File: config.mk
export PLATFORM = sky130hd
export DESIGN_NAME = key_conditioner
export DESIGN_NICKNAME = d
export VERILOG_FILES = /design/src/rtl/clock_pkg.sv /design/src/rtl/key_channel.sv /design/src/rtl/key_conditioner.sv
export SDC_FILE = /design/constraint.sdc
export NUM_CORES = 1
export LEC_CHECK = 0
export ABC_AREA = 1
export BUFFER_PORTS_ARGS = -buffer_cell sky130_fd_sc_hd__buf_2
export CAP_MARGIN = 0
export CORE_MARGIN = 5
export CORE_UTILIZATION = 35
export CTS_CLUSTER_DIAMETER = 30
export DETAILED_ROUTE_END_ITERATION = 6
export PLACE_DENSITY = 0.49
export SLEW_MARGIN = 20
export SYNTH_ARGS = -nofsm -noshare
export SYNTH_HDL_FRONTEND = slang
export SYNTH_SLANG_ARGS = --single-unit
File: constraint.sdc
create_clock -name clk_50MHz -period 1.7 [get_ports clk_50MHz]
set_input_delay 0.255 -clock clk_50MHz [delete_from_list [all_inputs] [get_ports clk_50MHz]]
set_output_delay 0.255 -clock clk_50MHz [all_outputs]
set_load 0.005 [all_outputs]
File: src/rtl/clock_pkg.sv
// Shared types and timing helpers for the DE2 clock project input path.
// Build option: KEY_AUTOREPEAT_EN enables the key auto-repeat state.
package clock_pkg;

    typedef enum logic [2:0] {
        IDLE     = 3'd0,
        DB_PRESS = 3'd1,
        PRESSED  = 3'd2,
        REPEAT   = 3'd3,
        DB_REL   = 3'd4
    } key_state_t;

    localparam int DEF_NUM_KEYS    = 4;
    localparam int DEF_CLK_HZ      = 50_000_000;
    localparam int DEF_DEBOUNCE_MS = 20;
    localparam int DEF_HOLD_MS     = 600;
    localparam int DEF_REPEAT_MS   = 150;

    // Divide first so 50 MHz * 600 ms stays inside a 32-bit int.
    function automatic int ms_to_cycles(input int clk_hz, input int ms);
        return clk_hz / 1000 * ms;
    endfunction

endpackage

File: src/rtl/key_channel.sv
// One push-button channel: two-flop synchroniser, debounce/hold FSM and counter.
// Build option: KEY_AUTOREPEAT_EN adds the REPEAT state and repeat_pulse.
module key_channel
    import clock_pkg::*;
#(
    parameter int DB_CYC   = 4,
`ifdef KEY_AUTOREPEAT_EN
    parameter int HOLD_CYC = 20,
    parameter int REP_CYC  = 5,
`endif
    parameter int CW       = 6
) (
    input  logic clk_50MHz,
    input  logic reset_n,
    input  logic key_n,
    output logic key_level,
    output logic press_pulse,
    output logic release_pulse,
    output logic repeat_pulse
);

    localparam logic [CW-1:0] DB_LAST   = CW'(DB_CYC - 1);
`ifdef KEY_AUTOREPEAT_EN
    localparam logic [CW-1:0] HOLD_LAST = CW'(HOLD_CYC - 1);
    localparam logic [CW-1:0] REP_LAST  = CW'(REP_CYC - 1);
`endif

    logic [1:0]    sync_q;
    logic          sync;
    key_state_t    state_q, state_d;
    logic [CW-1:0] cnt_q, cnt_d;
    logic          level_q, level_d;
    logic          press_q, press_d;
    logic          rel_q, rel_d;

    // Synchroniser parks at "released" so reset never looks like a press.
    always_ff @(posedge clk_50MHz) begin
        if (!reset_n) begin
            sync_q <= 2'b11;
        end else begin
            sync_q <= {sync_q[0], key_n};
        end
    end

    assign sync = ~sync_q[1];

    always_ff @(posedge clk_50MHz) begin
        if (!reset_n) begin
            state_q <= IDLE;
            cnt_q   <= '0;
            level_q <= 1'b0;
            press_q <= 1'b0;
            rel_q   <= 1'b0;
        end else begin
            state_q <= state_d;
            cnt_q   <= cnt_d;
            level_q <= level_d;
            press_q <= press_d;
            rel_q   <= rel_d;
        end
    end

    always_comb begin
        state_d = state_q;
        cnt_d   = cnt_q;
        case (state_q)
            IDLE: begin
                if (sync) begin
                    state_d = DB_PRESS;
                    cnt_d   = CW'(1);
                end
            end
            DB_PRESS: begin
                if (!sync) begin
                    state_d = IDLE;
                    cnt_d   = '0;
                end else if (cnt_q == DB_LAST) begin
                    state_d = PRESSED;
                    cnt_d   = '0;
                end else begin
                    cnt_d = cnt_q + CW'(1);
                end
            end
            PRESSED: begin
                if (!sync) begin
                    state_d = DB_REL;
                    cnt_d   = CW'(1);
`ifdef KEY_AUTOREPEAT_EN
                end else if (cnt_q == HOLD_LAST) begin
                    state_d = REPEAT;
                    cnt_d   = '0;
                end else begin
                    cnt_d = cnt_q + CW'(1);
`endif
                end
            end
`ifdef KEY_AUTOREPEAT_EN
            REPEAT: begin
                if (!sync) begin
                    state_d = DB_REL;
                    cnt_d   = CW'(1);
                end else if (cnt_q == REP_LAST) begin
                    cnt_d = '0;
                end else begin
                    cnt_d = cnt_q + CW'(1);
                end
            end
`endif
            DB_REL: begin
                // A bounce back to pressed resumes the hold without a new press.
                if (sync) begin
                    state_d = PRESSED;
                    cnt_d   = '0;
                end else if (cnt_q == DB_LAST) begin
                    state_d = IDLE;
                    cnt_d   = '0;
                end else begin
                    cnt_d = cnt_q + CW'(1);
                end
            end
            default: begin
                state_d = IDLE;
                cnt_d   = '0;
            end
        endcase
    end

    always_comb begin
        press_d = (state_q == DB_PRESS) && sync && (cnt_q == DB_LAST);
        rel_d   = (state_q == DB_REL) && !sync && (cnt_q == DB_LAST);
        level_d = (state_d == PRESSED) || (state_d == REPEAT) || (state_d == DB_REL);
    end

`ifdef KEY_AUTOREPEAT_EN
    logic rep_q, rep_d;

    always_comb begin
        rep_d = sync && (((state_q == PRESSED) && (cnt_q == HOLD_LAST)) ||
                         ((state_q == REPEAT) && (cnt_q == REP_LAST)));
    end

    always_ff @(posedge clk_50MHz) begin
        if (!reset_n) begin
            rep_q <= 1'b0;
        end else begin
            rep_q <= rep_d;
        end
    end

    assign repeat_pulse = rep_q;
`else
    assign repeat_pulse = 1'b0;
`endif

    assign key_level     = level_q;
    assign press_pulse   = press_q;
    assign release_pulse = rel_q;

endmodule

File: src/rtl/key_conditioner.sv
// Conditions the raw active-low DE2 KEY lines into debounced levels and pulses.
// Build option: KEY_AUTOREPEAT_EN enables auto-repeat pulses while a key is held.
module key_conditioner
    import clock_pkg::*;
#(
    parameter int NUM_KEYS    = DEF_NUM_KEYS,
    parameter int CLK_HZ      = DEF_CLK_HZ,
    parameter int DEBOUNCE_MS = DEF_DEBOUNCE_MS,
    parameter int HOLD_MS     = DEF_HOLD_MS,
    parameter int REPEAT_MS   = DEF_REPEAT_MS
) (
    input  logic                clk_50MHz,
    input  logic                reset_n,
    input  logic [NUM_KEYS-1:0] key_n,
    output logic [NUM_KEYS-1:0] key_level,
    output logic [NUM_KEYS-1:0] press_pulse,
    output logic [NUM_KEYS-1:0] release_pulse,
    output logic [NUM_KEYS-1:0] repeat_pulse
);

    localparam int DB_CYC = ms_to_cycles(CLK_HZ, DEBOUNCE_MS);

`ifdef KEY_AUTOREPEAT_EN
    localparam int HOLD_CYC = ms_to_cycles(CLK_HZ, HOLD_MS);
    localparam int REP_CYC  = ms_to_cycles(CLK_HZ, REPEAT_MS);
    localparam int MAX_A    = (DB_CYC > HOLD_CYC) ? DB_CYC : HOLD_CYC;
    localparam int MAX_CYC  = (MAX_A > REP_CYC) ? MAX_A : REP_CYC;

    if (HOLD_CYC < 2) begin : g_bad_hold
        $error("key_conditioner: HOLD_MS gives fewer than 2 cycles");
    end
    if (REP_CYC < 2) begin : g_bad_rep
        $error("key_conditioner: REPEAT_MS gives fewer than 2 cycles");
    end
`else
    localparam int MAX_CYC  = DB_CYC;
`endif

    localparam int CW = $clog2(MAX_CYC) + 1;

    if (DB_CYC < 2) begin : g_bad_db
        $error("key_conditioner: DEBOUNCE_MS gives fewer than 2 cycles");
    end

    for (genvar gi = 0; gi < NUM_KEYS; gi++) begin : g_key
        key_channel #(
            .DB_CYC       (DB_CYC),
`ifdef KEY_AUTOREPEAT_EN
            .HOLD_CYC     (HOLD_CYC),
            .REP_CYC      (REP_CYC),
`endif
            .CW           (CW)
        ) u_chan (
            .clk_50MHz    (clk_50MHz),
            .reset_n      (reset_n),
            .key_n        (key_n[gi]),
            .key_level    (key_level[gi]),
            .press_pulse  (press_pulse[gi]),
            .release_pulse(release_pulse[gi]),
            .repeat_pulse (repeat_pulse[gi])
        );
    end

endmodule

==> results.py, run 1 <==
metrics = {
    "sta": {
        "fin_tns_setup_ns": 0,
        "timing.fmax_mhz": 624,
        "final-hold-violation-count": 0,
        "count_of_final_max_slew_check_failures": 0,
        "setup_viol": 0,
        "rsz0062_at_grt": "yes",
        "clock_skew_ns": 0.00892,
        "period_share": 0.942,
        "min_period_ns": 1.60,
    },
    "setup_path": {
        "required_ns": 2.02,
        "critical_path.n_buffers_inverters": 2,
        "cp_top_family": "simple AND/OR/NAND/NOR gates",
        "setup.worst_path.class": "reg -> reg",
        "timing.critical_path.from_type": "flop",
        "critical_path_capture_point_type": "flop",
        "cpPeakStageDelay_ns": 0.35,
        "crit_path_max_fanout": 10,
        "reg2reg_start": "g_key[1].u_chan.cnt_q[0]",
        "launching_instance_or_port_of_the_critical_path": "g_key[1].u_chan.cnt_q[0]",
        "setup.reg_to_reg.worst_slack_ns": 0.1,
        "cp_cell_instances": "ha_2 -> nand2_1 -> nor2_4 -> inv_1 -> nor2_2 -> nand3_4 -> nand2_4 -> nand2_4 -> nand2_8 -> or2_1 -> inv_1",
        "timing.critical_path.slowest_stage_cell": "dfxtp_2",
        "critPathArrivalTime_ns": 1.92,
    },
    "synthesis": {
        "synth.cell_area_sq_mm": 0.00633,
        "asyncSetResetFlopFracSynth": 0,
        "yosys.cell_types.count": 53,
        "syn_inst": 929,
        "ys_seq_area_frac": 0.367,
        "synth-edff-count": 0,
        "ys.warnings.count": 0,
        "ff_latch_count_synth": 116,
        "postSynthAreaPerCell_sq_um": 6.82,
        "synth-main-ff-cell": "dfxtp_1",
    },
    "cts": {
        "cts.path.max_buffers": 2,
        "cts_hold_buf": 0,
        "cts_tree": "done",
        "skew_pair_late_insertion_delay_ns": 0.41,
        "clk_root_buffer_cell": "clkbuf_16",
        "h-tree-depth": 4,
        "cts_buffers": 17,
        "numClockSinks": 116,
        "worst_setup_hold_path_clk_slew_ns": 0.05,
    },
    "detailed_routing": {
        "avgRoutedWirePerCell_um": 12.2,
        "vias": 5724,
        "vias_per_cell": 4.67,
        "route.final.wire_length_um": 15000,
        "number_of_design_rule_violations_left_by_the_first_detailed_router_iteration": 269,
        "final_antenna_net_count": 0,
        "drc_errors": 0,
        "drt-pass1-iter-count": 5,
    },
    "global_routing": {
        "grt_first_pass_wirelength_um": 25100,
        "globalRouteOverflowTotal": 0,
        "grt_max_degree": 24,
        "first_global_vias": 5304,
        "grt_usage": 0.151,
        "grt_antenna_before_repair": 0,
    },
    "power_and_ir_drop": {
        "combPwrFrac": 0.043,
        "power_per_cell_area_mw_per_mm2": 859,
        "p_int_mw": 5.12,
        "swShare": 0.215,
        "share_clk_of_total_power": 0.535,
        "p_leak_nw": 3.19,
        "psw_mw": 1.40,
        "worst_ir_drop_vdd_uv": 834,
        "seqPwrFrac": 0.423,
    },
    "cells_and_area": {
        "layout.nets": 998,
        "multi_input_comb_area_sq_mm": 0.00337,
        "seq_area_sq_mm": 0.00233,
        "area_growth_syn_to_layout_pct": 19.9,
        "layout.cells.non_filler": 1227,
        "antennaDiodeCount": 0,
        "num-fill-cells": 1912,
        "final_core_utilization": 0.424,
        "share_of_cells_above_drive_strength_1": 0.198,
    },
    "place": {
        "dpl.hpwl_um": 11300,
        "gp_routability_congestion": 0.822,
        "placedCellCount": 1197,
        "total_of_buffers_placed_on_input_and_output_ports": 17,
    },
    "floorplan": {
        "floorplan.io_pins": 22,
        "fp.dieArea_sq_mm": 0.0209,
        "std_cell_rows": 49,
        "die_height_um": 145,
        "core-area_sq_mm": 0.0179,
        "fp.dieW_um": 145,
        "floorplan.initialDensity": 0.354,
    },
    "min_path": {
        "worstHoldPathType": "in -> reg",
        "worst_hold_startpoint": "key_n[1]",
    },
    "outcome": {
        "status": "finished clean",
    },
    "job": {
        "drv_cap": 0,
    },
}
-- placed cells by master, fill, tap and decap left out, types with 18 or more instances in the layout --
master	count
a21oi_1	28
buf_4	42
dfxtp_1	108
inv_1	139
nand2_1	199
nand3_1	54
nand4_1	28
nor2_1	134
nor2_2	18
nor3_1	27
o21ai_0	22
-- area by class of cell --
type / instances / area share
Multi-Input combinational cell: 641 / 0.443
Sequential cell: 116 / 0.307
Inverter: 149 / 0.0743
Tap cell: 229 / 0.0377
Clock buffer: 24 / 0.0647
Timing Repair Buffer: 63 / 0.0633
Clock inverter: 5 / 0.00988
-- power groups by stage --
| stage | clock network [mW] | registers, mW | logic, mW |
|---|---|---|---|
| after CTS | 3.57 | 2.75 | 0.276 |
| after global routing | 3.70 | 2.76 | 0.308 |
| after floorplan | 0 | 2.81 | 0.181 |
| after detailed placement | 0 | 2.81 | 0.274 |
| after global placement | 0 | 2.81 | 0.276 |
| final | 3.49 | 2.76 | 0.278 |
-- registers in the layout, summed over array words and instances (netlist names) --
register,flops
g_key.u_chan.cnt_q,84
g_key.u_chan.key_level,4
g_key.u_chan.sync_q,8
g_key.u_chan.press_pulse,4
g_key.u_chan.state_q,12
g_key.u_chan.release_pulse,4
-- metrics by stage --
stage / instance area [sq um] / hold slack [ns] / power [mW] / setup WS [ns]
global route: 7600 / 0.00882 / 6.76 / -0.0206
floorplan: 6340 / 0.362 / 2.99 / 0.157
detailed placement: 6910 / 0.400 / 3.09 / -0.0175
global placement: 6910 / 0.396 / 3.09 / -0.0144
CTS: 7480 / 0.00934 / 6.60 / 0.00317
finish: 7600 / 0.0229 / 6.52 / 0.0984
-- cells by family (layout without fill, tap and decap cells) --
family / after synthesis / in the layout / synth area share
compound gates: 77 / 77 / 0.0731
xor+xnor: 15 / 15 / 0.0207
fa+ha+maj: 4 / 4 / 0.00790
buf+inv: 175 / 241 / 0.120
flops: 116 / 116 / 0.367
other cells: 1 / 4 / 0.000592
simple gates: 541 / 541 / 0.411
-- worst paths after layout --
kind | to | cells past startpoint
hold reg to reg | g_key[0].u_chan.sync_q[1] | 1
setup reg to reg | g_key[1].u_chan.cnt_q[4] | 11
setup / recovery | g_key[1].u_chan.cnt_q[4] | 11
hold / removal | g_key[1].u_chan.sync_q[0] | 2
-- synthesized netlist by cell type (8+ instances only) --
master / count / area (sq um)
nand4_1: 28 / 175
nand3_1: 56 / 280
nor3_1: 27 / 135
a21oi_1: 28 / 140
nor2_1: 142 / 533
o21ai_0: 23 / 115
xor2_1: 12 / 105
or2_2: 12 / 75.1
inv_1: 140 / 526
nor4_1: 8 / 50.1
nor2_2: 16 / 100
nand2_1: 201 / 754
buf_4: 17 / 128
dfxtp_1: 116 / 2320
nand2_2: 10 / 62.6
-- timing repair --
item                       CTS  global route
pin swaps                    0             8
setup endpoints to repair    1            52
buffers inserted             0             1
gates resized for setup      1            36
-- metal layers --
metal  GRT usage  wire [um]  vias to the layer above
li1            -          -                     3058
met1       0.203       7500                     2591
met2       0.238       6900                       61
met3      0.0374        457                       14
met4      0.0486        167                        0
met5           0          0                        -
Power figures use the tool's default switching activity.
==> inputs of run 2 (changes only) <==
- CORE_UTILIZATION: 35 -> 62
- PLACE_DENSITY: 0.49 -> 0.79
==> results.py, run 2 (synthesis results as in run 1) <==
metrics = {
    "sta": {
        "setup_slack_after_layout_ns": 0.0884,
        "period_share": 0.948,
        "setup_viol": 0,
        "final-hold-violation-count": 0,
        "clock_skew_ns": 0.00654,
        "hold-worst-slack_ns": 0.100,
        "timing.fmax_mhz": 620,
        "count_of_final_max_slew_check_failures": 0,
        "fin_tns_setup_ns": 0,
        "min_period_ns": 1.61,
    },
    "cells_and_area": {
        "final_cell_area_sq_mm": 0.00749,
        "antennaDiodeCount": 0,
        "final_cell_mix": "nand2_1 (197), inv_1 (138), nor2_1 (133), dfxtp_1 (105), nand3_1 (52)",
        "layout.cells.non_filler": 1124,
        "largest_reg_flops": 84,
        "num-fill-cells": 726,
        "share_of_cells_above_drive_strength_1": 0.202,
        "register_with_the_most_flip_flops": "g_key.u_chan.cnt_q",
        "layout_commonest_cell": "nand2_1",
        "area_growth_syn_to_layout_pct": 18.3,
        "reg.largest.list": "g_key.u_chan.cnt_q (84), g_key.u_chan.state_q (12), g_key.u_chan.sync_q (8)",
        "layout.nets": 989,
    },
    "detailed_routing": {
        "drt-pass1-iter-count": 5,
        "avgRoutedWirePerCell_um": 13.0,
        "number_of_design_rule_violations_left_by_the_first_detailed_router_iteration": 447,
        "final_antenna_net_count": 0,
        "vias_per_cell": 5.23,
        "vias": 5878,
        "route.final.wire_length_um": 14600,
        "drc_errors": 0,
    },
    "place": {
        "gp_routability_congestion": 0.980,
        "dpl.hpwl_um": 10000,
        "total_of_buffers_placed_on_input_and_output_ports": 17,
        "post_placement_worst_setup_slack_ns": 0.00886,
        "placedCellCount": 1080,
        "dpl-instance-area_sq_mm": 0.00661,
    },
    "cts": {
        "clk_root_buffer_cell": "clkbuf_8",
        "skew_pair_late_insertion_delay_ns": 0.54,
        "cts_tree": "done",
        "cts_buffers": 17,
        "h-tree-depth": 4,
        "numClockSinks": 116,
        "cts.path.max_buffers": 2,
        "worst_setup_hold_path_clk_slew_ns": 0.06,
    },
    "global_routing": {
        "first_global_vias": 5336,
        "grt_first_pass_wirelength_um": 24100,
        "grt_max_degree": 31,
        "globalRouteOverflowTotal": 0,
        "grt_antenna_before_repair": 0,
        "grt_usage": 0.234,
    },
    "setup_path": {
        "cp_common_cell": "nand2_8",
        "r2r_cells": 11,
        "critical_path.n_buffers_inverters": 2,
        "reg2reg_start": "g_key[1].u_chan.cnt_q[0]",
        "cp_top_family": "simple AND/OR/NAND/NOR gates",
        "critical_path.reg2reg.endpoint": "g_key[1].u_chan.cnt_q[4]",
        "cp_cell_instances": "ha_4 -> nand2_2 -> nor2_4 -> inv_2 -> nor2_2 -> nand3_4 -> nand2_8 -> nand2_8 -> nand2_8 -> or2_1 -> inv_1",
        "setup.reg_to_reg.worst_slack_ns": 0.09,
        "crit_path_max_fanout": 5,
        "cpPeakStageDelay_ns": 0.37,
        "crit_cells": 11,
        "setup.worst_path.class": "reg -> reg",
        "launching_instance_or_port_of_the_critical_path": "g_key[1].u_chan.cnt_q[0]",
        "critPathArrivalTime_ns": 2.05,
        "critical_path_capture_point_type": "flop",
        "timing.critical_path.from_type": "flop",
        "timing.critical_path.slowest_stage_cell": "dfxtp_4",
        "crit_end": "g_key[1].u_chan.cnt_q[4]",
        "required_ns": 2.14,
    },
    "outcome": {
        "status": "finished clean",
    },
    "power_and_ir_drop": {
        "power_per_cell_area_mw_per_mm2": 883,
        "worst_ir_drop_vdd_uv": 764,
        "p_leak_nw": 3.19,
    },
    "floorplan": {
        "fp.dieW_um": 111,
        "die_height_um": 111,
        "fp.dieArea_sq_mm": 0.0123,
        "floorplan.io_pins": 22,
        "floorplan.initialDensity": 0.642,
        "core-area_sq_mm": 0.00986,
        "std_cell_rows": 36,
    },
    "job": {
        "drv_cap": 0,
    },
    "min_path": {
        "worstHoldPathType": "in -> reg",
    },
}
==> run 2: changes by cell type in the layout (fill, tap and decap cells not counted), sizes merged <==
| cell | previous run | this run |
|---|---|---|
| bufinv | 2 | 3 |
| dlygate4sd3 | 0 | 4 |
| clkinv | 3 | 5 |
| nand2 | 220 | 221 |
| clkbuf | 24 | 22 |
| buf | 63 | 49 |
| clkinvlp | 0 | 1 |
==> run 2: report_power, final <==
part / switching, mW / internal (mW)
Clock: 1.23 / 2.37
Combinational: 0.172 / 0.0869
Sequential: 0.0163 / 2.74
Total: 1.42 / 5.20
==> run 2: layout make-up <==
class	count	area, sq um	share of cell area
Clock buffer	22	473	0.0631
Tap cell	133	166	0.0222
Sequential cell	116	2340	0.312
Multi-Input combinational cell	642	3430	0.458
Clock inverter	9	126	0.0169
Timing Repair Buffer	53	390	0.0521
Inverter	149	564	0.0753
==> run 2: timing repair <==
item                                    in CTS  in global routing
hold buffers                                 4                  0
endpoints found under the setup margin       1                 73
hold endpoints to repair                     4                  0
pin swaps                                    0                 18
gates resized for setup                      1                 51
cloned                                       0                  1
buffers inserted                             0                  8
==> run 2: how the worst min path moves through the flow <==
stage                         startpoint                    endpoint  depth (start not counted)
2_1_floorplan                   key_n[0]   g_key[0].u_chan.sync_q[0]                          1
3_3_place_gp   g_key[2].u_chan.sync_q[0]   g_key[2].u_chan.sync_q[1]                          1
3_5_place_dp   g_key[0].u_chan.sync_q[0]   g_key[0].u_chan.sync_q[1]                          1
4_1_cts                          reset_n  g_key[3].u_chan.state_q[0]                          3
5_1_grt                          reset_n    g_key[3].u_chan.cnt_q[0]                          3
6_report                         reset_n  g_key[3].u_chan.state_q[0]                          3
==> run 2: worst min-delay path, cell delays in order <==
cell,delay (ns)
buf_2,0.13
inv_1,0.11
nor2_1,0.11
==> run 2: layer usage <==
layer,track usage,wire (um),vias up
li1,-,-,3036
met1,0.309,6550,2630
met2,0.373,6890,180
met3,0.0557,861,32
met4,0.0900,297,0
met5,0,0,-
==> run 2: per-stage QoR <==
stage               utilization  power, mW
floorplan                     -       2.99
global placement          0.670       3.04
detailed placement        0.670       3.04
CTS                       0.735       6.63
global route              0.760       6.81
finish                    0.760       6.62
